`src/rtl/du_dump_receiver.sv`:
```
// Debug-dump receiver: rebuilds PC, cycle count, register file and dirty-memory
// records from the byte stream the debug unit sends after a halt or step.
module du_dump_receiver #(
   parameter int NB_DATA    = 32,
   parameter int NB_REG     = 5,
   parameter int N_BITS     = 8,
   parameter int N_REGS     = 32,
   parameter int N_BYTES    = 4,
   parameter int N_TIMEOUT  = 100000,
   parameter int NB_TIMEOUT = 20
) (
   input  logic               i_clock,
   input  logic               i_reset,
   input  logic               i_rx_done,
   input  logic [N_BITS-1:0]  i_rx_data,
   input  logic               i_arm,
   output logic [N_BITS-1:0]  o_pc,
   output logic [N_BITS-1:0]  o_cycles,
   output logic               o_reg_we,
   output logic [NB_REG-1:0]  o_reg_addr,
   output logic [NB_DATA-1:0] o_reg_data,
   output logic               o_mem_we,
   output logic [N_BITS-1:0]  o_mem_addr,
   output logic [NB_DATA-1:0] o_mem_data,
   output logic [N_BITS-1:0]  o_mem_count,
   output logic               o_busy,
   output logic               o_frame_done,
   output logic               o_error,
   output logic [2:0]         o_state
);

   // state    | meaning
   // IDLE     | waiting for arm; stray bytes flag an error
   // PC       | expecting program-counter byte
   // CYC      | expecting cycle-count byte
   // REG      | assembling register words, index 0..N_REGS-1
   // MEM_ADDR | expecting a record address, or idle timeout ends the dump
   // MEM_DATA | assembling a record data word
   // DONE     | one-cycle frame-done pulse
   localparam logic [2:0] IDLE     = 3'd0;
   localparam logic [2:0] PC       = 3'd1;
   localparam logic [2:0] CYC      = 3'd2;
   localparam logic [2:0] REG      = 3'd3;
   localparam logic [2:0] MEM_ADDR = 3'd4;
   localparam logic [2:0] MEM_DATA = 3'd5;
   localparam logic [2:0] DONE     = 3'd6;

   localparam int NB_BCNT = (N_BYTES > 1) ? $clog2(N_BYTES) : 1;
   localparam logic [NB_BCNT-1:0]    BYTE_LAST = NB_BCNT'(N_BYTES - 1);
   localparam logic [NB_REG-1:0]     REG_LAST  = NB_REG'(N_REGS - 1);
   localparam logic [NB_TIMEOUT-1:0] TMO_LAST  = NB_TIMEOUT'(N_TIMEOUT - 1);

   logic [2:0]              state;
   logic [2:0]              state_nx;
   logic [NB_BCNT-1:0]      byte_cnt;
   logic [NB_REG-1:0]       reg_idx;
   logic [NB_TIMEOUT-1:0]   tmo_cnt;
   logic [NB_DATA-N_BITS-1:0] acc;
   logic                    strobe;
   logic                    word_last;
   logic                    timed;
   logic                    tmo_hit;

   always_comb begin
      strobe    = i_rx_done & ~i_arm;
      word_last = strobe && (byte_cnt == BYTE_LAST);
      timed     = (state == PC) || (state == CYC) || (state == REG) ||
                  (state == MEM_ADDR) || (state == MEM_DATA);
      tmo_hit   = timed && !i_rx_done && (tmo_cnt == TMO_LAST);
      state_nx  = state;
      if (i_arm) begin
         state_nx = PC;
      end else begin
         case (state)
            IDLE:     state_nx = IDLE;
            PC:       if (strobe) state_nx = CYC;
                      else if (tmo_hit) state_nx = DONE;
            CYC:      if (strobe) state_nx = REG;
                      else if (tmo_hit) state_nx = DONE;
            REG:      if (word_last && (reg_idx == REG_LAST)) state_nx = MEM_ADDR;
                      else if (tmo_hit) state_nx = DONE;
            MEM_ADDR: if (strobe) state_nx = MEM_DATA;
                      else if (tmo_hit) state_nx = DONE;
            MEM_DATA: if (word_last) state_nx = MEM_ADDR;
                      else if (tmo_hit) state_nx = DONE;
            DONE:     state_nx = IDLE;
            default:  state_nx = IDLE;
         endcase
      end
   end

   always_ff @(posedge i_clock or posedge i_reset) begin
      if (i_reset) begin
         state        <= IDLE;
         byte_cnt     <= '0;
         reg_idx      <= '0;
         tmo_cnt      <= '0;
         acc          <= '0;
         o_pc         <= '0;
         o_cycles     <= '0;
         o_reg_we     <= 1'b0;
         o_reg_addr   <= '0;
         o_reg_data   <= '0;
         o_mem_we     <= 1'b0;
         o_mem_addr   <= '0;
         o_mem_data   <= '0;
         o_mem_count  <= '0;
         o_busy       <= 1'b0;
         o_frame_done <= 1'b0;
         o_error      <= 1'b0;
      end else begin
         state        <= state_nx;
         o_busy       <= (state_nx != IDLE);
         o_frame_done <= (state_nx == DONE);
         o_reg_we     <= 1'b0;
         o_mem_we     <= 1'b0;
         if (i_arm) begin
            byte_cnt    <= '0;
            reg_idx     <= '0;
            tmo_cnt     <= '0;
            o_mem_count <= '0;
            o_error     <= 1'b0;
         end else begin
            // Idle-gap counter: cleared by any byte, only runs while a dump is open
            if (!timed || i_rx_done || tmo_hit)
               tmo_cnt <= '0;
            else if (tmo_cnt != '1)
               tmo_cnt <= tmo_cnt + 1'b1;

            case (state)
               IDLE: if (i_rx_done) o_error <= 1'b1;
               PC:   if (strobe) o_pc <= i_rx_data;
               CYC:  if (strobe) o_cycles <= i_rx_data;
               REG: if (strobe) begin
                  byte_cnt <= byte_cnt + 1'b1;
                  if (word_last) begin
                     byte_cnt   <= '0;
                     o_reg_data <= {i_rx_data, acc};
                     o_reg_addr <= reg_idx;
                     o_reg_we   <= 1'b1;
                     reg_idx    <= reg_idx + 1'b1;
                  end else begin
                     acc <= {i_rx_data, acc[NB_DATA-N_BITS-1:N_BITS]};
                  end
               end
               MEM_ADDR: if (strobe) begin
                  o_mem_addr <= i_rx_data;
                  byte_cnt   <= '0;
               end
               MEM_DATA: if (strobe) begin
                  byte_cnt <= byte_cnt + 1'b1;
                  if (word_last) begin
                     byte_cnt   <= '0;
                     o_mem_data <= {i_rx_data, acc};
                     o_mem_we   <= 1'b1;
                     if (o_mem_count != '1) o_mem_count <= o_mem_count + 1'b1;
                  end else begin
                     acc <= {i_rx_data, acc[NB_DATA-N_BITS-1:N_BITS]};
                  end
               end
               default: ;
            endcase

            // A timeout drops any half-built word; only MEM_ADDR ends cleanly
            if (tmo_hit) begin
               byte_cnt <= '0;
               if (state != MEM_ADDR) o_error <= 1'b1;
            end
         end
      end
   end

   assign o_state = state;

endmodule

```
`config.mk`:
```
export PLATFORM = sky130hd
export DESIGN_NAME = du_dump_receiver
export DESIGN_NICKNAME = d
export VERILOG_FILES = /design/src/rtl/du_dump_receiver.sv
export SDC_FILE = /design/constraint.sdc
export NUM_CORES = 1
export LEC_CHECK = 0
export ABC_AREA = 1
export CAP_MARGIN = 20
export CORE_ASPECT_RATIO = 0.75
export CORE_MARGIN = 2
export CORE_UTILIZATION = 45
export DETAILED_ROUTE_END_ITERATION = 8
export DONT_BUFFER_PORTS = 1
export HOLD_SLACK_MARGIN = 0.02
export PLACE_DENSITY_LB_ADDON = 0.25
export REMOVE_ABC_BUFFERS = 1
export SYNTH_ARGS = -nofsm -noshare
export SYNTH_HDL_FRONTEND = slang
export SYNTH_SLANG_ARGS = --single-unit
```
`constraint.sdc`:
```
create_clock -name i_clock -period 6.3 [get_ports i_clock]
set_input_delay 0.63 -clock i_clock [delete_from_list [all_inputs] [get_ports i_clock]]
set_output_delay 0.63 -clock i_clock [all_outputs]
set_load 0.01 [all_outputs]
```
==> impl_metrics.toml, run 1 <==
[clock_tree]
clock-root-buffer = "clkbuf_16"
h-tree-depth = 4
cts.reportedPaths.clkPinSlew_ns = 0.07
cts_inserted_buffers = 17
cts_resized = 0
post_cts_buffers = 0
insertion_delay_ns = 0.43
tritoncts = "done"
cts_hold_buf = 0
clk_path_buf_depth = 2
cts.sinks = 160

[critical_path]
reg2reg_to = "acc[0]"
path_class = "reg -> reg"
critical_path.cell_chain = "inv_1 > nand2_1 > nor2_1 > inv_1 > nand2_1 > nand3_2 > o21ai_0"
start_kind = "flop"
cp-startpoint = "o_state[2]"
slowest_stage = "nand3_2"
r2r_cells = 7
reg2reg_slack_ns = 3.91
worstPathRequired_ns = 6.62
arrival_ns = 2.72
cp-end-kind = "flop"
crit_path_max_fanout = 48
r2r_start = "o_state[2]"
critPathMaxStageDelay_ns = 0.64

[route]
wl_um = 15300
dr.pass1.iters = 6
vias_per_cell = 5.20
final_antenna_net_count = 0
vias = 5143
drt_iter0_drc = 286
avgRoutedWirePerCell_um = 15.5
drcViolationCount = 0

[timing]
rsz0062_at_grt = "false"
slew_viol_final = 0
timing.fmax_mhz = 418
fin_hold_ws_ns = 0.179
period_minus_slack_ns = 2.39
fin_ws_ns = 3.91
hold_violations = 0
tightestPinTransition_ns = 0.975
fin_crit_sh_pct = 38.0
setup-tns-final_ns = 0
setup_violations = 0
worst_clock_skew_ns = 0.0139
relSlewSlack_pct = 34.9

[placement]
hpwl_um = 10400
port_buffers = 0
pre_cts_ws_ns = 3.83
place_congestion = 0.926

[cells_and_area]
finalNetCount = 788
syn2layout_area_growth_pct = 10.8
nFillCells = 1399
final_core_util_pct = 50.4
layout-drive-gt1-share_pct = 9.44
insertedDiodeCount = 0

[global_routing]
grt_usage_pct = 20.1
grt_max_degree = 84
antenna_found_initial = 0
grt_pass1_wl_um = 25900
gr-total-overflow = 0
first_global_vias = 4966

[synth]
yosys.cell_count.top_type = "nand2_1"
syn_inst = 777
synthTopCellsByArea = "dfrtp_1 (58%), nand2_1 (12%), o21ai_0 (9.1%)"
netlist.area_leader.share_pct = 58.3
netlist_top_cells_count = "nand2_1 (213), dfrtp_1 (160), o21ai_0 (125)"
async_reset_ff_share_pct = 100
syn_avg_cell_area_um2 = 8.83
yosys_most_used_dff = "dfrtp_1"
synth_area_um2 = 6860
synth_cell_types = 30
ys_ff_latch = 160
yosys_warnings = 0
synth_edf_count = 0
synth_area_leader_cell = "dfrtp_1"
yosysSeqAreaShare_pct = 58.3

[power]
p_leak_uw = 0.00359
ir_drop_mv = 0.176
powerDensity_nw_per_um2 = 291

[worst_hold_path]
worstHoldPathType = "in -> async"

[die]
start_util_pct = 45.5
pin_count = 121
fp.coreArea_um2 = 15100
die-area_um2 = 16300
die_w_um = 147
row_count = 39
die_h_um = 111

[status]
status = "finished clean"

[flow_run]
maxCapViolCount = 0
[cells by family (layout without fill, tap and decap cells)]
logic type / Yosys count / after routing / share of synthesized area, %
flip-flops: 160 / 160 / 58.3
buffers and inverters: 118 / 125 / 7.00
adder cells (fa/ha/maj): 5 / 5 / 0.911
XOR/XNOR: 9 / 9 / 1.15
AND/OR/NAND/NOR: 325 / 325 / 20.2
AO/OA/AOI/OAI: 160 / 160 / 12.4
[final cells by class]
class	instances	area (µm²)	area share [%]
flip-flops and latches	160	4000	52.6
multi-input cells	499	2390	31.4
clock buffers	17	425	5.59
inverters	90	343	4.51
well taps	205	256	3.37
clock inverters	15	146	1.92
repair buffers	3	42.5	0.559
[power breakdown]
part	internal, µW	switching, µW
clock	524	459
combinational	29.8	73.2
sequential	1080	50.7
[sequential cells by signal, summed over array words and instances (netlist names)]
signal	cells
o_mem_data	32
o_reg_data	32
acc	24
tmo_cnt	20
o_cycles	8
o_mem_addr	8
o_mem_count	8
o_pc	8
o_reg_addr	5
reg_idx	5
o_state	3
byte_cnt	2
o_busy	1
o_error	1
o_frame_done	1
o_mem_we	1
o_reg_we	1
[per-layer routing]
| metal | track usage [%] | up-vias | share of wire [%] |
|---|---|---|---|
| li1 | - | 2497 | - |
| met1 | 28.1 | 2461 | 48 |
| met2 | 30.5 | 158 | 45 |
| met3 | 5.35 | 27 | 5.6 |
| met4 | 7.18 | 0 | 1.7 |
| met5 | 0 | - | 0 |
[per-stage QoR]
step                cells  instance area (µm²)  total power [µW]
floorplan             749                 6720              1210
global placement      956                 7010              1240
detailed placement    956                 7010              1250
CTS                   988                 7580              2240
global route          989                 7600              2320
finish                989                 7600              2210
[worst max path at each step]
| stage | to | slack [ns] | cells past startpoint |
|---|---|---|---|
| floorplan | acc[0] | 1.35 | 1 |
| global placement | acc[7] | 4.00 | 5 |
| detailed placement | acc[5] | 3.83 | 5 |
| CTS | acc[0] | 3.90 | 7 |
| global route | acc[0] | 3.59 | 7 |
| finish | acc[0] | 3.91 | 7 |
[placed cells by master (no fill, tap or decap)]
cell type | Yosys | final
buf_16 | 0 | 1
xor2_1 | 9 | 9
nand3_2 | 0 | 1
nor3_2 | 1 | 1
inv_1 | 80 | 79
nor3_4 | 1 | 1
nor2_2 | 3 | 3
nand3_1 | 35 | 34
clkinvlp_4 | 0 | 3
ha_1 | 5 | 5
o21ai_0 | 125 | 125
a21oi_1 | 11 | 11
nand4_1 | 9 | 9
clkinv_8 | 0 | 2
inv_6 | 0 | 6
o21ai_2 | 8 | 8
dfrtp_1 | 160 | 160
nor2_1 | 35 | 35
clkinv_2 | 0 | 1
nor2_4 | 3 | 3
clkbuf_16 | 0 | 17
clkinv_4 | 0 | 1
nand2_4 | 1 | 1
inv_2 | 10 | 10
nand2_2 | 5 | 6
inv_8 | 0 | 3
buf_4 | 2 | 2
o211ai_1 | 1 | 1
o21ai_1 | 6 | 6
nand2_1 | 213 | 212
nor3_1 | 14 | 14
a41oi_1 | 1 | 1
a211oi_1 | 5 | 5
or2_2 | 4 | 4
a31oi_1 | 3 | 3
nor4_1 | 1 | 1
[critical path: cells and delay by family, from the launching register on]
family / cells / cell delay, ns
compound gates: 1 / 0.45
buf+inv: 2 / 0.24
simple gates: 4 / 1.16
flops: 1 / 0.42
No activity file was read; power rests on OpenSTA's default activity.
==> run 2, diff against run 1 <==
Clock period 6.3 ns to 2.2 ns, I/O delays scaled along.
==> run 2 against run 1 <==
Compared with the run above: sequential cell count stayed put; first-iteration DRC count grew 49%; via count increased by 1.4%; combinational power grew to 3.2 times the previous value; clock skew fell by 0.0068 ns; critical endpoint is now tmo_cnt[17].
==> impl_metrics.toml, run 2 (synthesis gave the netlist of run 1 again) <==
[status]
status = "finished clean"

[timing]
rsz0062_at_grt = "false"
worst_clock_skew_ns = 0.00710
fin_crit_sh_pct = 88.5
setup-tns-final_ns = 0
period_minus_slack_ns = 1.95
setup_violations = 0
tightestPinTransition_ns = 0.596
hold_violations = 0
slew_viol_final = 0
timing.fmax_mhz = 514
relSlewSlack_pct = 60.2

[route]
vias_per_cell = 5.19
wl_um = 16200
dr.pass1.iters = 5
avgRoutedWirePerCell_um = 16.2
vias = 5214
final_antenna_net_count = 0
drcViolationCount = 0
drt_iter0_drc = 426

[cells_and_area]
reg_top3 = "o_mem_data: 32 flops, o_reg_data: 32 flops, acc: 24 flops"
final_cell_mix = "nand2_1 (212), dfrtp_1 (160), o21ai_0 (125)"
layout-drive-gt1-share_pct = 10.9
insertedDiodeCount = 0
final_common_cell = "nand2_1"
syn2layout_area_growth_pct = 14.1
finalNetCount = 803

[power]
swShare_pct = 23.5
combinationalPowerShare_pct = 4.8
pwr-share-seq_pct = 46.9
p_leak_uw = 0.00372
p_sw_uw = 1620
power_frac_clock_pct = 48.3
ir_drop_mv = 0.522
powerDensity_nw_per_um2 = 879
internal-power_uw = 5260
total_power_uw = 6880

[placement]
place_congestion = 0.899
hpwl_um = 11200
port_buffers = 0

[critical_path]
start_kind = "flop"
arrival_ns = 2.22
crit_path_max_fanout = 12
worstPathRequired_ns = 2.48
cp-end-kind = "flop"
path_class = "reg -> reg"

[clock_tree]
tritoncts = "done"
clock-root-buffer = "clkbuf_16"
cts_resized = 0
cts.reportedPaths.clkPinSlew_ns = 0.06
clk_path_buf_depth = 2
h-tree-depth = 4
insertion_delay_ns = 0.42
cts_inserted_buffers = 17
cts.sinks = 160

[global_routing]
antenna_found_initial = 0
gr-total-overflow = 0
grt_pass1_wl_um = 27000
grt_max_degree = 63
first_global_vias = 5126
grt_usage_pct = 21.0

[die]
row_count = 39
pin_count = 121
die_h_um = 111
fp.coreArea_um2 = 15100
die-area_um2 = 16300
start_util_pct = 45.5
die_w_um = 147

[worst_hold_path]
worstHoldPathType = "in -> reg"

[flow_run]
maxCapViolCount = 0
## run 2: cell count changes in the layout (fill, tap and decap cells not counted)
cell           delta
buf_4            +12
bufinv_16         +5
buf_12            +3
clkinvlp_4        -3
clkinv_8          -2
buf_16            -1
clkbuf_1          +1
clkbuf_8          +1
clkinv_4          -1
dlygate4sd3_1     +1
inv_8             -1
## run 2: critical path, cell delays in order, from the launching register on
cell and delay, ns:
dfrtp_1 0.45, ha_1 0.22, inv_2 0.05, nor2_2 0.25, nand4_1 0.18, nand3_1 0.18
nor2_4 0.07, inv_2 0.25, o21ai_0 0.16
## run 2: cell type report
type | instances | area [µm²]
Tap cell | 205 | 256
Fill cell | 1387 | 7250
Sequential cell | 160 | 4000
Inverter | 90 | 343
Clock buffer | 19 | 443
Multi-Input combinational cell | 499 | 2390
Clock inverter | 13 | 221
Timing Repair Buffer | 18 | 175
## run 2: worst paths after layout
path / startpoint / to / slack, ns / cells past startpoint
hold reg to reg: acc[15] / acc[15] / 0.48 / 2
max in group asynchronous: i_reset / byte_cnt[0] / 1.15 / 3
hold / removal: i_rx_data[5] / acc[21] / 0.03 / 2
setup reg to reg: tmo_cnt[0] / tmo_cnt[17] / 0.25 / 8
min in group asynchronous: i_reset / o_error / 0.37 / 2
setup / recovery: tmo_cnt[0] / tmo_cnt[17] / 0.25 / 8
## run 2: stage by stage
stage          instances  setup WS, ns  utilization [%]  area (µm²)  hold WS, ns
5_1_grt             1004        0.0493             51.9        7830       0.0320
3_3_place_gp         970         0.330             47.3        7140        0.188
2_1_floorplan        749         -2.34                -        6720        0.283
4_1_cts             1004         0.265             51.9        7830       0.0212
3_5_place_dp         970         0.276             47.3        7140        0.196
6_report            1004         0.253             51.9        7830       0.0333
## run 2: power by group through the flow
| stage | clock network, µW | registers (µW) | logic (µW) |
|---|---|---|---|
| after CTS | 3380 | 3230 | 338 |
| final | 3320 | 3230 | 329 |
| after floorplan | 0 | 3250 | 224 |
| after global routing | 3500 | 3240 | 391 |
| after detailed placement | 0 | 3280 | 321 |
| after global placement | 0 | 3280 | 307 |
## run 2: layer usage
layer | vias up | wire (µm) | global-route usage, % | part of all wire (%)
met5 | - | 0 | 0 | 0
met4 | 0 | 220 | 5.83 | 1.4
met3 | 16 | 1060 | 6.67 | 6.5
met2 | 162 | 7280 | 31.9 | 45
met1 | 2513 | 7680 | 29.2 | 47
li1 | 2523 | - | - | -
## run 2: repair_timing
item / 4_1_cts / 5_1_grt
endpoints found under the hold margin: 80 / 0
hold buffers: 2 / 0
buffers inserted: 0 / 0
